[src/rtl/shared_counter_arbiter.sv]
// Round-robin arbiter lending one WIDTH-bit up counter to NREQ requesters as a timed interval.
// Optional feature: define CNT_PERIODIC_EN to add the periodic input (auto-reload runs).
module shared_counter_arbiter #(
    parameter int unsigned NREQ  = 2,
    parameter int unsigned WIDTH = 3
) (
    input  logic                    clk,
    input  logic                    reset,
    input  logic [NREQ-1:0]         req,
    input  logic [NREQ*WIDTH-1:0]   len,
`ifdef CNT_PERIODIC_EN
    input  logic [NREQ-1:0]         periodic,
`endif
    output logic [NREQ-1:0]         grant,
    output logic [NREQ-1:0]         done,
    output logic [WIDTH-1:0]        count,
    output logic                    busy
);

    localparam int unsigned PW = (NREQ > 1) ? $clog2(NREQ) : 1;

    typedef enum logic [1:0] {
        StIdle = 2'd0,
        StRun  = 2'd1,
        StDone = 2'd2
    } state_e;

    state_e            r_state, w_state_d;
    logic [NREQ-1:0]   r_grant, w_grant_d;
    logic [NREQ-1:0]   r_done,  w_done_d;
    logic [WIDTH-1:0]  r_count, w_count_d;
    logic              r_busy,  w_busy_d;
    logic [WIDTH-1:0]  r_len,   w_len_d;
    logic [PW-1:0]     r_ptr,   w_ptr_d;
    logic              r_per,   w_per_d;

    logic              w_found;
    logic [PW-1:0]     w_winner;
    logic [PW-1:0]     w_cand;
    logic [NREQ-1:0]   w_onehot;
    logic              w_per_in;

    // Scan starts one past the last owner, so the previous owner is checked last.
    always_comb begin
        w_found  = 1'b0;
        w_winner = r_ptr;
        w_cand   = r_ptr;
        for (int k = 1; k <= int'(NREQ); k++) begin
            w_cand = PW'((int'(r_ptr) + k) % int'(NREQ));
            if (!w_found && req[w_cand]) begin
                w_found  = 1'b1;
                w_winner = w_cand;
            end
        end
        w_onehot           = '0;
        w_onehot[w_winner] = 1'b1;
    end

`ifdef CNT_PERIODIC_EN
    assign w_per_in = periodic[w_winner];
`else
    assign w_per_in = 1'b0;
`endif

    always_comb begin
        w_state_d = r_state;
        w_grant_d = r_grant;
        w_done_d  = '0;
        w_count_d = r_count;
        w_len_d   = r_len;
        w_ptr_d   = r_ptr;
        w_per_d   = r_per;

        unique case (r_state)
            StIdle: begin
                w_grant_d = '0;
                w_count_d = '0;
                if (w_found) begin
                    w_state_d = StRun;
                    w_grant_d = w_onehot;
                    w_len_d   = len[int'(w_winner)*int'(WIDTH) +: WIDTH];
                    w_ptr_d   = w_winner;
                    w_per_d   = w_per_in;
                end
            end
            StRun: begin
                if (!req[r_ptr]) begin
                    // Owner withdrew: release silently, no done pulse.
                    w_state_d = StIdle;
                    w_grant_d = '0;
                    w_count_d = '0;
                end else if (r_count == r_len) begin
                    w_done_d[r_ptr] = 1'b1;
                    if (r_per) begin
                        w_count_d = '0;
                    end else begin
                        w_state_d = StDone;
                        w_grant_d = '0;
                    end
                end else begin
                    w_count_d = r_count + WIDTH'(1);
                end
            end
            StDone: begin
                w_state_d = StIdle;
                w_grant_d = '0;
                w_count_d = '0;
            end
            default: begin
                w_state_d = StIdle;
                w_grant_d = '0;
                w_count_d = '0;
            end
        endcase

        w_busy_d = (w_state_d != StIdle);
    end

    always_ff @(posedge clk) begin
        if (reset) begin
            r_state <= StIdle;
            r_grant <= '0;
            r_done  <= '0;
            r_count <= '0;
            r_busy  <= 1'b0;
            r_len   <= '0;
            r_ptr   <= PW'(NREQ - 1);
            r_per   <= 1'b0;
        end else begin
            r_state <= w_state_d;
            r_grant <= w_grant_d;
            r_done  <= w_done_d;
            r_count <= w_count_d;
            r_busy  <= w_busy_d;
            r_len   <= w_len_d;
            r_ptr   <= w_ptr_d;
            r_per   <= w_per_d;
        end
    end

    assign grant = r_grant;
    assign done  = r_done;
    assign count = r_count;
    assign busy  = r_busy;

endmodule

[config.mk]
export PLATFORM = sky130hd
export DESIGN_NAME = shared_counter_arbiter
export DESIGN_NICKNAME = d
export VERILOG_FILES = /design/src/rtl/shared_counter_arbiter.sv
export SDC_FILE = /design/constraint.sdc
export NUM_CORES = 1
export LEC_CHECK = 0
export ABC_AREA = 1
export CAP_MARGIN = 10
export CORE_ASPECT_RATIO = 1.4
export CORE_MARGIN = 2
export CORE_UTILIZATION = 35
export DETAILED_ROUTE_END_ITERATION = 12
export GPL_TIMING_DRIVEN = 0
export PLACE_DENSITY = 0.62
export SLEW_MARGIN = 20
export SYNTH_ARGS = -nofsm -noshare
export SYNTH_HDL_FRONTEND = slang
export SYNTH_SLANG_ARGS = --single-unit
[constraint.sdc]
create_clock -name clk -period 3.1 [get_ports clk]
set_input_delay 0.465 -clock clk [delete_from_list [all_inputs] [get_ports clk]]
set_output_delay 0.465 -clock clk [all_outputs]
set_load 0.01 [all_outputs]
==> impl_metrics.py <==
metrics = {
    "power": {
        "p_per_area_nw_per_um2": 496,
        "swShare": 0.302,
        "leakage_uw": 0.000435,
        "power.switching_uw": 137,
        "power_frac_seq": 0.451,
        "vdd_drop_max_mv": 0.290,
        "p_int_uw": 316,
        "combPwrFrac": 0.255,
        "p_clk_frac": 0.294,
    },
    "logic_synthesis": {
        "synth_common_cells": "29 x nand2_1, 20 x inv_1, 14 x dfxtp_1, 14 x nor2_1, 10 x nand3_1",
        "ys_types": 15,
        "synth_top_area_cell": "dfxtp_1",
        "avgSynthCellArea_um2": 6.49,
        "yosysMostFrequentCell": "nand2_1",
        "syn_nets": 116,
        "synth_top_flop_cell": "dfxtp_1",
        "synthTopCellsByArea": "dfxtp_1 41%, nand2_1 16%, inv_1 11%, nor2_1 7.7%, nand3_1 7.3%",
        "netlist_instances": 105,
        "async_flop_share": 0,
        "seq_area_frac_synth": 0.411,
        "synth_top_area_frac": 0.411,
        "synth_warnings": 0,
        "synth-edff-count": 0,
        "ys_seq_elements": 14,
        "synth_area_um2": 682,
    },
    "setup_path": {
        "crit_family": "buffers and inverters",
        "r2r-start": "r_state[0]",
        "required_ns": 2.63,
        "critPathMaxFanout": 5,
        "cp_slowest_cell": "clkdlybuf4s50_1",
        "worst_path_largest_cell_delay_ns": 0.57,
        "rr_worst_depth": 7,
        "r2r-end": "r_len[2]",
        "path_buf_inv": 1,
        "setup.worst_path.end": "count[1]",
        "crit_cells": 1,
        "criticalPathCategory": "flop to primary output",
        "crit_chain": "clkdlybuf4s50_1",
        "setup.worst_path.start_class": "flop",
        "crit_path_start": "count[1]",
        "arrival_ns": 1.25,
        "r2r_slack_ns": 1.86,
        "end_kind": "primary output",
    },
    "drt": {
        "drt_wl_total_um": 1390,
        "via_per_inst": 4.43,
        "drc": 0,
        "drt_iter0_markers": 4,
        "dr_total_vias": 647,
        "postRouteAntennaNets": 0,
        "drt-pass1-iter-count": 2,
        "wl_per_cell_um": 9.50,
    },
    "place": {
        "io_buffers": 17,
        "gp_congestion": 0.721,
        "dpl.hpwl_um": 1070,
    },
    "cts": {
        "cts_root_buf": "clkbuf_4",
        "hold_buffers": 0,
        "cts_inserted_buffers": 3,
        "htree_levels": 1,
        "clk_latency_ns": 0.28,
        "post_cts_buffers": 0,
        "cts.clk_slew.worst_paths_ns": 0.09,
        "cts_sinks": 14,
        "cts_resized": 0,
        "clockBufferDepth": 2,
        "cts_tree": "yes",
    },
    "timing": {
        "fin_skew_ns": 0.00535,
        "fmaxAchievable_ghz": 0.582,
        "fin_crit_ns": 1.72,
        "worst_slew_pin_slew_ns": 0.403,
        "maxSlewViolCount": 0,
        "min_period_over_period": 0.554,
        "grt_setup_unrepaired": "false",
        "setup_viol": 0,
        "fin_tns_setup_ns": 0,
        "slew_headroom": 0.730,
        "hold_slack_ns": 0.500,
        "hold_viol_final": 0,
    },
    "global_routing": {
        "grt_pass1_wl_um": 2460,
        "track_usage": 0.149,
        "antenna_found_initial": 0,
        "gr-total-overflow": 0,
        "grt_max_degree": 11,
        "first_global_vias": 616,
    },
    "die": {
        "start_util": 0.378,
        "io_pins": 18,
        "die_w_um": 41.3,
        "die_y_um": 56.2,
        "die_area_um2": 2320,
        "rows": 18,
        "core_um2": 1800,
    },
    "job": {
        "maxCapViolCount": 0,
    },
    "hold_path": {
        "worst_hold_path_type": "flop to flop",
        "min_from": "r_ptr",
    },
    "cells_and_area": {
        "fin_nets": 138,
        "drive_gt1_frac": 0.0873,
        "fillers": 189,
        "diodes": 0,
        "syn_to_final_growth_pct": 33.9,
    },
    "status": {
        "status": "finished clean",
    },
}
==> flip-flops by register name, indices dropped and copies added, names as in the netlist <==
| signal | flops |
|---|---|
| r_len | 3 |
| count | 3 |
| grant | 2 |
| r_ptr | 1 |
| r_state | 2 |
| busy | 1 |
| done | 2 |
==> metal layers <==
metal  track usage  part of all wire
met4        0.0829             0.011
met5             0                 0
met1         0.179              0.45
met3        0.0280             0.048
met2         0.232              0.49
==> stage by stage <==
stage | util | setup slack, ns | std cells | total power (µW) | cell area, µm²
after CTS | 0.507 | 1.37 | 146 | 458 | 913
after floorplan | - | 1.94 | 105 | 284 | 682
after global routing | 0.507 | 1.31 | 146 | 486 | 913
after detailed placement | 0.487 | 1.23 | 142 | 325 | 877
after global placement | 0.487 | 1.23 | 142 | 323 | 877
final | 0.507 | 1.38 | 146 | 453 | 913
==> worst min path at each step <==
stage / end / slack [ns] / cells after the start
global route: done[1] / 0.54 / 2
CTS: done[0] / 0.51 / 1
finish: done[0] / 0.50 / 1
floorplan: done[0] / 0.45 / 1
global placement: done[0] / 0.48 / 1
detailed placement: done[0] / 0.49 / 1
==> power by group through the flow <==
stage	Combinational, µW	Sequential [µW]	Clock, µW
floorplan	73.5	210	0
global placement	115	208	0
detailed placement	116	209	0
CTS	117	204	137
global route	133	207	146
finish	116	205	133
==> cell usage in the layout (no fill, tap or decap) <==
cell type and count:
clkbuf_4 3, dfxtp_1 14, nand2_1 29, a31oi_1 1
inv_1 20, ha_1 1, nand2_2 2, inv_2 2
o21ai_0 1, nor2_4 2, nand4_1 1, o21ai_1 2
buf_4 1, a21oi_1 5, clkdlybuf4s50_1 17, nand3_1 10
nor2_1 14, clkbuf_8 1
==> layout make-up <==
cell class / instances / area [µm²] / share of cell area
plain buffers: 1 / 7.51 / 0.00822
clock buffers: 4 / 36.3 / 0.0397
inverters: 22 / 82.6 / 0.0904
multi-input cells: 68 / 312 / 0.341
flip-flops and latches: 14 / 280 / 0.307
well taps: 20 / 25.0 / 0.0274
repair buffers: 17 / 170 / 0.186
==> kinds of logic (layout without fill, tap and decap cells) <==
family | Yosys count | after routing | synth area share
simple gates | 58 | 58 | 0.371
buf+inv | 23 | 44 | 0.132
flops | 14 | 14 | 0.411
compound gates | 9 | 9 | 0.0679
fa+ha+maj | 1 | 1 | 0.0183
Power figures use the tool's default switching activity.
